$ cat config.mk
export PLATFORM = sky130hd
export DESIGN_NAME = sha256_msg_sched
export DESIGN_NICKNAME = d
export VERILOG_FILES = /design/src/rtl/sha256_msg_sched.sv
export SDC_FILE = /design/constraint.sdc
export NUM_CORES = 1
export LEC_CHECK = 0
export BUFFER_PORTS_ARGS = -buffer_cell sky130_fd_sc_hd__buf_2
export CAP_MARGIN = 20
export CORE_MARGIN = 2
export CORE_UTILIZATION = 50
export DETAILED_ROUTE_END_ITERATION = 6
export GPL_TIMING_DRIVEN = 1
export HOLD_SLACK_MARGIN = 0.03
export PLACE_DENSITY = 0.81
export SLEW_MARGIN = 10
export SYNTH_ARGS = -nofsm -noshare
export SYNTH_HDL_FRONTEND = slang
export SYNTH_SLANG_ARGS = --single-unit
$ cat constraint.sdc
create_clock -name clk -period 2.1 [get_ports clk]
set_clock_uncertainty 0.05 [all_clocks]
set_input_delay 0.21 -clock clk [delete_from_list [all_inputs] [get_ports clk]]
set_output_delay 0.21 -clock clk [all_outputs]
set_load 0.05 [all_outputs]
$ cat src/rtl/sha256_msg_sched.sv
// SHA-256 message scheduler: packs received bytes into big-endian words,
// appends the 0x80 marker, zero fill and 64-bit bit length, hands the core
// one 16-word block at a time, then streams the 256-bit digest out MSB first.
module sha256_msg_sched #(
    parameter int LEN_W = 32
) (
    input  logic         clk,
    input  logic         rst,
    input  logic [7:0]   in_byte,
    input  logic         in_valid,
    input  logic         in_last,
    output logic         in_ready,
    output logic [31:0]  core_word,
    output logic         core_word_valid,
    input  logic         core_word_ready,
    output logic         core_init,
    input  logic         core_done,
    input  logic [255:0] digest_in,
    output logic [7:0]   out_byte,
    output logic         out_valid,
    input  logic         out_ready,
    output logic         len_err
);

    typedef enum logic [1:0] {LOAD, PAD, WAIT_CORE, DIGEST} state_t;

    state_t         state_q, state_d;
    logic [31:0]    word_q, word_d;          // word being assembled / offered to the core
    logic [1:0]     bcnt_q, bcnt_d;          // byte position inside word_q
    logic [3:0]     wcnt_q, wcnt_d;          // word position inside the block
    logic [LEN_W-1:0] byte_len_q, byte_len_d;
    logic           pend_q, pend_d;          // word_q is offered to the core
    logic           in_ready_q, in_ready_d;
    logic           core_init_q, core_init_d;
    logic           first_blk_q, first_blk_d;
    logic           msg_done_q, msg_done_d;  // last message byte has been taken
    logic           need_80_q, need_80_d;    // 0x80 marker still owed as a whole word
    logic           pad_len_q, pad_len_d;    // length words belong to the current block
    logic           pad_done_q, pad_done_d;  // length words have been handed over
    logic [255:0]   digest_q, digest_d;
    logic [4:0]     dcnt_q, dcnt_d;
    logic           out_valid_q, out_valid_d;
    logic           len_err_q, len_err_d;

    logic [63:0]    bit_len;
    logic [7:0]     mark_byte;
    logic           word_go;

    assign bit_len   = 64'(byte_len_q) << 3;
    assign mark_byte = in_last ? 8'h80 : 8'h00;
    assign word_go   = pend_q && core_word_ready;

    // Next-state logic for the whole scheduler.
    always_comb begin
        // NOTE: every _d starts from its _q so no branch can leave a latch behind.
        state_d     = state_q;
        word_d      = word_q;
        bcnt_d      = bcnt_q;
        wcnt_d      = wcnt_q;
        byte_len_d  = byte_len_q;
        pend_d      = pend_q;
        first_blk_d = first_blk_q;
        msg_done_d  = msg_done_q;
        need_80_d   = need_80_q;
        pad_len_d   = pad_len_q;
        pad_done_d  = pad_done_q;
        digest_d    = digest_q;
        dcnt_d      = dcnt_q;
        out_valid_d = out_valid_q;
        len_err_d   = len_err_q;

        // Word handover, shared by LOAD and PAD; the 16th word closes the block.
        if (word_go) begin
            pend_d = 1'b0;
            if (wcnt_q == 4'd15) begin
                wcnt_d      = 4'd0;
                state_d     = WAIT_CORE;
                first_blk_d = 1'b0;
                if (state_q == PAD) begin
                    if (pad_len_q) begin
                        pad_done_d = 1'b1;
                    end else if (!need_80_q) begin
                        // Marker landed too late for the length: it goes in the next block.
                        pad_len_d = 1'b1;
                    end
                end
            end else begin
                wcnt_d = wcnt_q + 4'd1;
            end
        end

        case (state_q)
            LOAD: begin
                if (in_valid && in_ready_q) begin
                    byte_len_d = byte_len_q + LEN_W'(1);
                    if (&byte_len_q) begin
                        len_err_d = 1'b1;
                    end
                    case (bcnt_q)
                        2'd0:    word_d = {in_byte, mark_byte, 16'h0000};
                        2'd1:    word_d = {word_q[31:24], in_byte, mark_byte, 8'h00};
                        2'd2:    word_d = {word_q[31:16], in_byte, mark_byte};
                        default: word_d = {word_q[31:8], in_byte};
                    endcase
                    if (in_last || bcnt_q == 2'd3) begin
                        pend_d = 1'b1;
                        bcnt_d = 2'd0;
                    end else begin
                        bcnt_d = bcnt_q + 2'd1;
                    end
                    if (in_last) begin
                        msg_done_d = 1'b1;
                        state_d    = PAD;
                        if (bcnt_q == 2'd3) begin
                            need_80_d = 1'b1;
                        end else begin
                            pad_len_d = (wcnt_q <= 4'd13);
                        end
                    end
                end
            end
            PAD: begin
                if (!pend_q) begin
                    pend_d = 1'b1;
                    if (need_80_q) begin
                        word_d    = 32'h8000_0000;
                        need_80_d = 1'b0;
                        pad_len_d = (wcnt_q <= 4'd13);
                    end else if (pad_len_q && wcnt_q == 4'd14) begin
                        word_d = bit_len[63:32];
                    end else if (pad_len_q && wcnt_q == 4'd15) begin
                        word_d = bit_len[31:0];
                    end else begin
                        word_d = 32'h0000_0000;
                    end
                end
            end
            WAIT_CORE: begin
                if (core_done) begin
                    if (!msg_done_q) begin
                        state_d = LOAD;
                    end else if (!pad_done_q) begin
                        state_d = PAD;
                    end else begin
                        state_d     = DIGEST;
                        digest_d    = digest_in;
                        dcnt_d      = 5'd0;
                        out_valid_d = 1'b1;
                    end
                end
            end
            DIGEST: begin
                if (out_valid_q && out_ready) begin
                    digest_d = {digest_q[247:0], 8'h00};
                    if (dcnt_q == 5'd31) begin
                        out_valid_d = 1'b0;
                        state_d     = LOAD;
                        dcnt_d      = 5'd0;
                        bcnt_d      = 2'd0;
                        wcnt_d      = 4'd0;
                        byte_len_d  = '0;
                        msg_done_d  = 1'b0;
                        pad_len_d   = 1'b0;
                        pad_done_d  = 1'b0;
                        first_blk_d = 1'b1;
                    end else begin
                        dcnt_d = dcnt_q + 5'd1;
                    end
                end
            end
            default: state_d = LOAD;
        endcase

        in_ready_d  = (state_d == LOAD) && !pend_d;
        core_init_d = first_blk_d && pend_d;
    end

    // State and output registers with synchronous reset.
    always_ff @(posedge clk) begin
        // NOTE: state is written with <= only, so every flop samples pre-edge values.
        if (rst) begin
            state_q     <= LOAD;
            word_q      <= '0;
            bcnt_q      <= '0;
            wcnt_q      <= '0;
            byte_len_q  <= '0;
            pend_q      <= 1'b0;
            in_ready_q  <= 1'b1;
            core_init_q <= 1'b0;
            first_blk_q <= 1'b1;
            msg_done_q  <= 1'b0;
            need_80_q   <= 1'b0;
            pad_len_q   <= 1'b0;
            pad_done_q  <= 1'b0;
            digest_q    <= '0;
            dcnt_q      <= '0;
            out_valid_q <= 1'b0;
            len_err_q   <= 1'b0;
        end else begin
            state_q     <= state_d;
            word_q      <= word_d;
            bcnt_q      <= bcnt_d;
            wcnt_q      <= wcnt_d;
            byte_len_q  <= byte_len_d;
            pend_q      <= pend_d;
            in_ready_q  <= in_ready_d;
            core_init_q <= core_init_d;
            first_blk_q <= first_blk_d;
            msg_done_q  <= msg_done_d;
            need_80_q   <= need_80_d;
            pad_len_q   <= pad_len_d;
            pad_done_q  <= pad_done_d;
            digest_q    <= digest_d;
            dcnt_q      <= dcnt_d;
            out_valid_q <= out_valid_d;
            len_err_q   <= len_err_d;
        end
    end

    assign in_ready        = in_ready_q;
    assign core_word       = word_q;
    assign core_word_valid = pend_q;
    assign core_init       = core_init_q;
    assign out_byte        = digest_q[255:248];
    assign out_valid       = out_valid_q;
    assign len_err         = len_err_q;

endmodule

; After elaboration in Yosys (flattened, before gate mapping)
; Index checks and enable logic that the tools add are counted.
[classes]
add_sub_neg = 4
order_cmp = 1
eq_ne = 23
n_mux = 87
reduce_logical = 25
[op_table]
columns = op, count
row1 = $mux W256, 4
row2 = $pmux W256 S2, 1
row3 = $mux W32, 8
row4 = $pmux W32 S2, 2
row5 = $pmux W32 S3, 1
row6 = $mux W1, 39
row7 = $reduce_and A34 Y1, 1
row8 = $add A32 B1 Y32 const B, 1
row9 = $mux W2, 13
row10 = $mux W5, 5
row11 = $ne A2 B2 Y1 const B, 11
row12 = $mux W4, 5
row13 = $reduce_and A5 Y1, 4
row14 = $reduce_and A6 Y1, 2
row15 = $pmux W5 S2, 1
row16 = $eq A2 B2 Y1 const B, 4
row17 = $eq A4 B4 Y1 const B, 2
row18 = $mux W8, 1
row19 = $pmux W1 S2, 4
row20 = $reduce_and A4 Y1, 2
row21 = $logic_and A1 B1 Y1, 7
row22 = $logic_not A2 Y1, 3
row23 = $pmux W2 S3, 1
row24 = $reduce_bool A2 Y1, 3
row25 = 14 further kinds, 15
[word_totals]
ff_bits = 343
in_bits = 271
out_inout_bits = 45
elab_cells = 160

; Depth between registers and ports, before layout
; Gate-level depths: netlist of run 1.
[depth]
word_depth = 9
mapped_depth = 9
ltp_nobuf = 8

; Least setup slack after synthesis of run 1
; No wires, ideal clock.
[synth_path]
path_type = register to register
from = register dcnt_q[0]
to = register byte_len_q[18]
setup_ps = 128
arrival_ps = 1990
required_time_ps = 1922
slack_ps = -67
stages_incl_launch_ff = 10
n_path_buf = 1
synth_period_minus_slack_ps = 2167
path_cell_list = dfxtp_1 > ha_1 > and3_1 > ha_1 > and4_1 > a21oi_2 > clkbuf_1 > nor3_1 > xnor2_1 > nor2_1
[synth_via]
elab_chain_len = 3
[synth_rtl]
columns = item, line
row1 = from (decl), 41  ; logic [4:0] dcnt_q, dcnt_d;
row2 = from (signal assigned), 214  ; dcnt_q <= dcnt_d;
row3 = $eq A5 B5 Y1, 155  ; if (dcnt_q == 5'd31) begin
row4 = $ne A2 B2 Y1 (no source line), --
row5 = $reduce_and A4 Y1 (no source line), --
row6 = to (signal assigned), 204  ; byte_len_q <= byte_len_d;
row7 = to (decl), 31  ; logic [LEN_W-1:0] byte_len_q, byte_len_d;
; Every way passes these cells.
; A chain may end at the register's enable or synchronous reset.

; Worst setup path after layout of run 1
[layout_path]
from = register state_q[0]
to = register digest_q[68]
[layout_via]
elab_chain_len = 3
word_cells_on_any_way = 9
classes_between = eq/ne (6) / mux (1) / reduce/logical (2)
[layout_rtl]
columns = item, line
row1 = from (decl), 27  ; state_t state_q, state_d;
row2 = from (signal assigned), 200  ; state_q <= state_d;
row3 = $eq A2 B2 Y1, 92  ; case (state_q)
row4 = $ne A2 B2 Y1 (no source line) / $reduce_bool A2 Y1 (equally long branches), --
row5 = $reduce_and A5 Y1 (no source line), --
row6 = to (signal assigned), 213  ; digest_q <= digest_d;
row7 = to (decl), 40  ; logic [255:0] digest_q, digest_d;
; Several ways; a longest one is shown, not always the timed one.

==> results of run 1 <==
## layout make-up
cell class | instances | share of cell area (%)
sequential | 343 | 32.0
timing repair buffer | 658 | 24.1
inverter | 12 | 0.210
multi-input combinational | 1395 | 35.4
antenna | 10 | 0.116
clock inverter | 13 | 0.803
clock buffer | 51 | 5.17
tap | 390 | 2.27
## critical path, delay by kind of cell, from the launching register on
family / cells / cell delay [ns]
flip-flops: 1 / 0.39
AO/OA/AOI/OAI: 1 / 0.44
buffers and inverters: 2 / 0.47
AND/OR/NAND/NOR: 4 / 0.58
## sequential cells by signal, summed over array words and instances, names as in the netlist
register / flops
bcnt_q: 2
byte_len_q: 32
core_init: 1
core_word: 32
core_word_valid: 1
dcnt_q: 5
digest_q: 256
first_blk_q: 1
in_ready: 1
len_err: 1
msg_done_q: 1
need_80_q: 1
out_valid: 1
pad_done_q: 1
pad_len_q: 1
state_q: 2
wcnt_q: 4
## path summary, 6_finish.rpt
| kind | from | end | slack [ns] | cells after the start |
|---|---|---|---|---|
| hold / removal | in_last | state_q[0] | 0.17 | 4 |
| setup / recovery | state_q[0] | digest_q[68] | -0.01 | 7 |
| setup reg to reg | state_q[0] | digest_q[68] | -0.01 | 7 |
| hold reg to reg | msg_done_q | msg_done_q | 0.42 | 2 |
## metrics by stage
stage	cell area (µm²)	util, %	power (mW)	hold WS, ns
finish	21500	72.3	15.5	0.168
global route	21500	72.3	16.0	0.168
CTS	21300	71.6	15.5	0.122
detailed placement	17300	58.2	8.24	0.387
global placement	17300	58.2	8.23	0.384
floorplan	15100	-	7.64	0.308
## logic make-up after synthesis
kind of cell / Yosys count / share of synthesized area, %
DFF: 343 / 45.4
buffers and inverters: 187 / 5.37
and+or+nand+nor: 980 / 26.9
xor gates and xnor gates: 27 / 1.56
AOI/OAI and AO/OA: 376 / 19.8
adders and majority gates: 11 / 0.911
muxes: 1 / 0.0662
## cell usage in the layout (no fill, tap or decap), types with 3 or more instances in the layout
| cell | Yosys | layout |
|---|---|---|
| sky130_fd_sc_hd__clkbuf_1 | 103 | 3 |
| sky130_fd_sc_hd__a22oi_1 | 3 | 3 |
| sky130_fd_sc_hd__nor4_2 | 3 | 5 |
| sky130_fd_sc_hd__nor3_1 | 16 | 16 |
| sky130_fd_sc_hd__clkinv_2 | 0 | 7 |
| sky130_fd_sc_hd__a221oi_1 | 30 | 30 |
| sky130_fd_sc_hd__xor2_1 | 8 | 8 |
| sky130_fd_sc_hd__o21ai_0 | 41 | 41 |
| sky130_fd_sc_hd__dfxtp_2 | 0 | 4 |
| sky130_fd_sc_hd__a21o_1 | 3 | 3 |
| sky130_fd_sc_hd__a311oi_2 | 0 | 5 |
| sky130_fd_sc_hd__xnor2_1 | 19 | 19 |
| sky130_fd_sc_hd__dlygate4sd3_1 | 0 | 266 |
| sky130_fd_sc_hd__a21oi_1 | 32 | 31 |
| sky130_fd_sc_hd__buf_2 | 58 | 314 |
| sky130_fd_sc_hd__inv_1 | 11 | 11 |
| sky130_fd_sc_hd__clkbuf_8 | 0 | 10 |
| sky130_fd_sc_hd__diode_2 | 0 | 10 |
| sky130_fd_sc_hd__buf_4 | 8 | 50 |
| sky130_fd_sc_hd__and2_1 | 10 | 10 |
| sky130_fd_sc_hd__nor4_4 | 3 | 5 |
| sky130_fd_sc_hd__and3_1 | 5 | 4 |
| sky130_fd_sc_hd__bufinv_16 | 0 | 4 |
| sky130_fd_sc_hd__nor2b_1 | 3 | 3 |
| sky130_fd_sc_hd__ha_1 | 11 | 9 |
| sky130_fd_sc_hd__nand4_1 | 20 | 20 |
| sky130_fd_sc_hd__nor3b_1 | 3 | 3 |
| sky130_fd_sc_hd__nand2_1 | 524 | 522 |
| sky130_fd_sc_hd__a311oi_1 | 248 | 243 |
| sky130_fd_sc_hd__nand2b_1 | 4 | 4 |
| sky130_fd_sc_hd__dfxtp_1 | 343 | 338 |
| sky130_fd_sc_hd__and4_2 | 3 | 3 |
| sky130_fd_sc_hd__clkbuf_16 | 0 | 41 |
| sky130_fd_sc_hd__o31ai_1 | 5 | 4 |
| sky130_fd_sc_hd__a31oi_1 | 4 | 4 |
| sky130_fd_sc_hd__nor2_1 | 328 | 327 |
| sky130_fd_sc_hd__nand3_1 | 32 | 31 |
| sky130_fd_sc_hd__buf_12 | 0 | 21 |
## repair_timing
item                                   in CTS  in global routing
cloned                                      0                  2
resized for setup                           5                 29
setup buffers                               0                  0
setup endpoints to repair                   8                249
hold buffers                              266                  0
endpoints found under the hold margin     280                  0
pin swaps                                   4                  8
## power breakdown
| part | switching, mW | internal [mW] |
|---|---|---|
| Clock | 2.71 | 4.19 |
| Combinational | 1.12 | 0.839 |
| Sequential | 0.0802 | 6.61 |
| Total | 3.91 | 11.6 |
## layer usage
layer	vias up	GRT usage, %	part of all wire, %
met5	-	0	0.046
met4	4	22.0	6.7
met3	363	11.0	10
met2	1141	57.7	46
met1	8013	41.3	37
li1	7839	-	-
==> results.txt, run 1 <==
Across the run, the number of max-cap violations was 0. TritonCTS built the clock tree. Compared with the post-synthesis result, the final layout area differs by 42.2%.

After legalization and detailed placement, the total HPWL measured 30700 µm. Counting along the longest clock path gives a buffer depth of 3. In this run the remaining antenna-violating nets after routing total 0. For this configuration, the core starts out at a cell density of 50.9%. The remaining global-route overflow is 0. The slew at the pin with the worst max-slew slack was 0.880 ns.

The top-area cell type share of the netlist area was 45.4%. The netlist area before placement came out at 15100 µm². Across the VDD grid, the largest voltage drop is 720 µV. The checks that failed: setup timing. For the vias after detailed routing, the log shows 17400.

The count of input and output buffers works out to 315. The congestion estimate from routability-driven global placement came to 0.937. Yosys instantiated no cell more often than sky130_fd_sc_hd__nand2_1. Of all cell types, the one taking the most synthesized area is sky130_fd_sc_hd__dfxtp_1. The number of standard cells after synthesis was 1925. The die span in y was 178 µm; the number of distinct library cells after synthesis was 55. Setup repair after global routing could not meet its margin everywhere. In this run, synthesis produced a sequential element count of 343. For this run, the number of Yosys warnings is 0. TritonCTS sink count: 343.

The flow ran to the end, but the final reports show violations. The overall global routing resource usage came out at 35.7%. Entering global routing, the biggest net connects 166 pins. The multi-input combinational cells in the finished layout cover a total of 7610 µm². The biggest fanout along the worst timing path works out to 53.

The clock insertion delay at the later pin of the skew report is 0.52 ns, and the pre-CTS setup slack is -0.0727 ns. The worst min-delay path category was primary input to flop. The run gives 2122 as the count of routing violations after the opening detailed-route iteration. For this design, the slowest cell found on the critical path is sky130_fd_sc_hd__a311oi_1. The initialized floorplan defines 63 standard-cell rows. The run gives 2 as the depth of the CTS H-tree. The post-layout minimum cycle time is 2.11 ns. The filler-free cell count of the finished design is 2872. The setup slack of the critical path after layout was -0.00990 ns; the area of the core region was 29700 µm². The logs give 2.41 ns for the required time of the critical path and 474 MHz for the achievable clock frequency. Walking the worst path, the cells encountered are and4b_1, nand2_1, nand2_4, buf_16, buf_12, nor2_1, a311oi_1. Of the synthesized area, sequential elements account for 45.4%. Root cell of the clock tree: sky130_fd_sc_hd__clkbuf_16. After detailed routing, the average wire length per cell comes to 20.3 µm.

The largest incremental delay on the critical path is 0.44 ns, and the worst path arrival time is 2.42 ns. Clock-pin slew was measured on the worst setup and hold paths at 0.06 ns. The tools report the boundary pin count as 316. The detailed-router iteration count before antenna repair came out at 7.

The number of nets in the synthesized netlist is 2207. For the number of global-route vias before repair, the log shows 17000. STA classifies the critical path endpoint as a flop. In this run the horizontal extent of the chip is 178 µm. The number of synthesized flops with an enable pin was 0; the final-layout fill cell count was 1975. The initial antenna violation count is 9. Registers take 6880 µm². In the finished design, the share of the clock period the worst path needs comes to 100%. The tools report the first-pass GRT wire length as 89500 µm.

Max-slew violation count: 0. In this run the static leakage power is 8.37 nW. Yosys attributes the largest share of cell area to sky130_fd_sc_hd__dfxtp_1 (45%), sky130_fd_sc_hd__a311oi_1 (14%), sky130_fd_sc_hd__nand2_1 (13%).

The tools report the startpoint type of the worst setup path as a flop. Headroom to the max-slew limit came out at 41.4%. For this run, the leading register cell type out of synthesis is sky130_fd_sc_hd__dfxtp_1. The commonest cells after synthesis are sky130_fd_sc_hd__nand2_1 (524), sky130_fd_sc_hd__dfxtp_1 (343), sky130_fd_sc_hd__nor2_1 (328), sky130_fd_sc_hd__a311oi_1 (248), sky130_fd_sc_hd__clkbuf_1 (103). Die footprint: 31600 µm². The setup TNS is -0.00990 ns, and the fraction of synthesis flops using an asynchronous set or reset pin is 0%. The final count of negative-setup-slack endpoints was 1; the mean instance size in the synthesized netlist was 7.85 µm². The layout net count came out at 2729. The final routed DRC violation total is 0. For the number of buffers created by CTS, the log shows 37. Once placement completed, the tool counted placed cells totaling 2530.

Cells with a size suffix above 1 make up 20.1% of the layout. Power spread over the standard cell area amounts to 723 nW/µm². Count of endpoints failing hold in the final timing report: 0. The via density per instance was 6.04. The critical path in this run is classified as flop to flop. For the overall routed net length, the log shows 58300 µm.
No activity file was read; power rests on OpenSTA's default activity.
==> run 2: changes to the inputs <==
Settings changed: SKIP_CTS_REPAIR_TIMING from default to 1, TNS_END_PERCENT from default to 50.
==> run 2 against run 1 <==
Net effect: setup slack got worse by 0.40 ns; the flow finishes with violations (DRC, setup timing); first-iteration DRC count is 0.71% lower; sequential share of layout area increased by 0.098 points.
==> results.txt, run 2 (synthesized netlist as in run 1, its figures left out) <==
The flow ran to the end, but the final reports show violations. Violated checks: DRC, setup timing (was setup timing). The slew at the pin with the worst max-slew slack was 0.903 ns (was 0.880 ns); the overall routed net length was 58100 µm (was 58300 µm). The die span in y works out to 178 µm (unchanged). The count of endpoints failing hold in the final timing report was 0 (unchanged). The most common library cell in the layout ignoring fill and taps was sky130_fd_sc_hd__nand2_1 (unchanged).

Startpoint type of the worst setup path: a flop (unchanged). Kind of cell adding the most delay to the critical path: compound AO/OA/AOI/OAI gates (was simple AND/OR/NAND/NOR gates). The pin count of the biggest net entering global routing was 166 (unchanged). The initial core utilization is 50.9% (unchanged).

The tools report the number of global-route vias before repair as 14100 (was 17000). The largest incremental delay on the critical path was 0.75 ns (was 0.44 ns). The boundary pin count is 316 (unchanged).

The via density per instance is 6.08 (was 6.04). The number of nets still failing antenna checks after routing was 0 (unchanged); the final weighted congestion in routability-driven placement was 0.937 (unchanged). Root cell of the clock tree: sky130_fd_sc_hd__clkbuf_16 (unchanged).

The number of maximum-capacitance constraint violations was 0 (unchanged); the final cycle utilization of the critical path was 120% (was 100%). The run gives 17500 (was 17400) as the vias after detailed routing. The run gives 3 (unchanged) as the number of buffers on the longest clock path.

The achievable clock frequency came out at 398 MHz (was 474 MHz). The power density over cell area came out at 727 nW/µm² (was 723 nW/µm²). The register ranked first by flip-flop count is digest_q (unchanged). The post-layout minimum cycle time is 2.51 ns (was 2.11 ns), and the largest voltage drop on the vdd net is 675 µV (was 720 µV). The area of the core region came out at 29700 µm² (unchanged).

Kind of end point of the critical path: a flop (unchanged). The slowest stage cell on the critical path is sky130_fd_sc_hd__a311oi_1 (unchanged). The fraction of layout cells with a size suffix above 1 is 20.1% (about the same), and the clock transition at the registers of the reported paths is 0.07 ns (was 0.06 ns). Top library cells by usage in the layout, fill and taps aside: sky130_fd_sc_hd__nand2_1 (522), sky130_fd_sc_hd__dfxtp_1 (338), sky130_fd_sc_hd__nor2_1 (327) (unchanged). The pre-CTS setup slack is -0.0727 ns (unchanged). The biggest fanout along the worst timing path is 53 (unchanged).

The clock insertion delay at the later pin of the skew report is 0.52 ns (about the same), and the TritonCTS sink count is 343 (unchanged). For the half-perimeter wire length after placement, the log shows 30700 µm (unchanged). The required time of the critical path came out at 2.39 ns (was 2.41 ns). Among the stages of the critical path, the cell type that occurs most often is sky130_fd_sc_hd__buf_12. The max-slew violation count is 0 (unchanged), and the total number of placement rows is 63 (unchanged). The worst min-delay path category is primary input to flop (unchanged). For the number of buffers created by CTS, the log shows 37 (unchanged). TritonCTS built the clock tree.

The depth of the CTS H-tree was 2 (unchanged); the area growth from synthesis to layout was 41.8% (was 42.2%). The run gives 27.0% (was 35.7%) as the overall global routing resource usage. Overall die width: 178 µm (unchanged).

The count of routing violations after the opening detailed-route iteration is 2107 (was 2122). The final routed wire length divided by cell count came out at 20.2 µm (was 20.3 µm). Setup repair after global routing could not meet its margin everywhere. The final routed DRC violation total came out at 1 (was 0). The run gives 69900 µm (was 89500 µm) as the first-pass GRT wire length. Ordered cell list for the critical path: and4b_1, nand2_1, nand2_4, buf_12, buf_12, nor2_1, a311oi_1 (was and4b_1, nand2_1, nand2_4, buf_16, buf_12, nor2_1, a311oi_1). For the final count of negative-setup-slack endpoints, the log shows 4 (was 1). The tools report the layout net count as 2727 (was 2729). The worst path arrival time came out at 2.80 ns (was 2.42 ns).

The tools report the remaining global-route overflow as 0 (unchanged). The worst hold slack is 0.0238 ns (was 0.168 ns). The tools report the setup slack of the critical path after layout as -0.415 ns (was -0.00990 ns).

For the initial antenna violation count, the log shows 13 (was 9). The total buffers and inverters traversed by the critical path came out at 2 (unchanged). The logs give 31600 µm² (unchanged) for the die footprint and 1977 (was 1975) for the final-layout fill cell count. Classification of the worst setup path: flop to flop (unchanged).

The run gives 39.4% (was 41.4%) as the max-slew headroom at the worst pin. The count of input and output buffers works out to 315 (unchanged). The flip-flop count of the largest register, all copies and words added works out to 256 (unchanged). The run gives 8.34 nW (was 8.37 nW) as the static leakage. The run gives 7 (unchanged) as the detailed-router iteration count before antenna repair.
[run 2: report_power, final]
part / internal [mW] / total, mW / switching, mW
clock network: 4.19 / 6.94 / 2.75
registers: 6.61 / 6.69 / 0.0802
logic: 0.835 / 1.95 / 1.11
total: 11.6 / 15.6 / 3.95
[run 2: final cells by class]
class / instances / area (µm²) / share of cell area, %
repair buffers: 656 / 5130 / 23.9
flip-flops and latches: 343 / 6870 / 32.1
clock buffers: 51 / 1110 / 5.19
multi-input cells: 1395 / 7580 / 35.4
well taps: 390 / 488 / 2.28
inverters: 12 / 45.0 / 0.210
diodes: 12 / 30.0 / 0.140
clock inverters: 13 / 173 / 0.806
[run 2: worst reg2reg max path, cell delays in order (launching register included)]
cell,delay (ns)
sky130_fd_sc_hd__dfxtp_2,0.47
sky130_fd_sc_hd__and4b_1,0.25
sky130_fd_sc_hd__nand2_1,0.10
sky130_fd_sc_hd__nand2_4,0.13
sky130_fd_sc_hd__buf_12,0.27
sky130_fd_sc_hd__buf_12,0.25
sky130_fd_sc_hd__nor2_1,0.07
sky130_fd_sc_hd__a311oi_1,0.75
[run 2: per-stage QoR]
step	cell area, µm²	utilization (%)	TNS (ns)	std cells	power [mW]
6_report	21400	72.1	-0.535	2872	15.6
5_1_grt	21400	72.1	-1.76	2869	16.0
4_1_cts	18600	62.5	-0.275	2594	15.1
3_5_place_dp	17300	58.2	-0.123	2530	8.24
3_3_place_gp	17300	58.2	0	2530	8.23
2_1_floorplan	15100	-	-0.0754	1925	7.64
[run 2: path summary, 6_finish.rpt]
| kind | from | end | slack, ns | cells past startpoint |
|---|---|---|---|---|
| worst min-delay path | in_byte[4] | core_word[20] | 0.02 | 3 |
| worst min register to register | len_err | len_err | 0.41 | 1 |
| worst max register to register | state_q[1] | digest_q[30] | -0.41 | 7 |
| worst max-delay path | state_q[1] | digest_q[30] | -0.41 | 7 |
[run 2: per-layer routing]
| metal | track usage (%) | wire length [µm] |
|---|---|---|
| met5 | 0 | 39 |
| met4 | 11.9 | 3780 |
| met3 | 4.39 | 5990 |
| met2 | 43.7 | 26900 |
| met1 | 35.4 | 21500 |
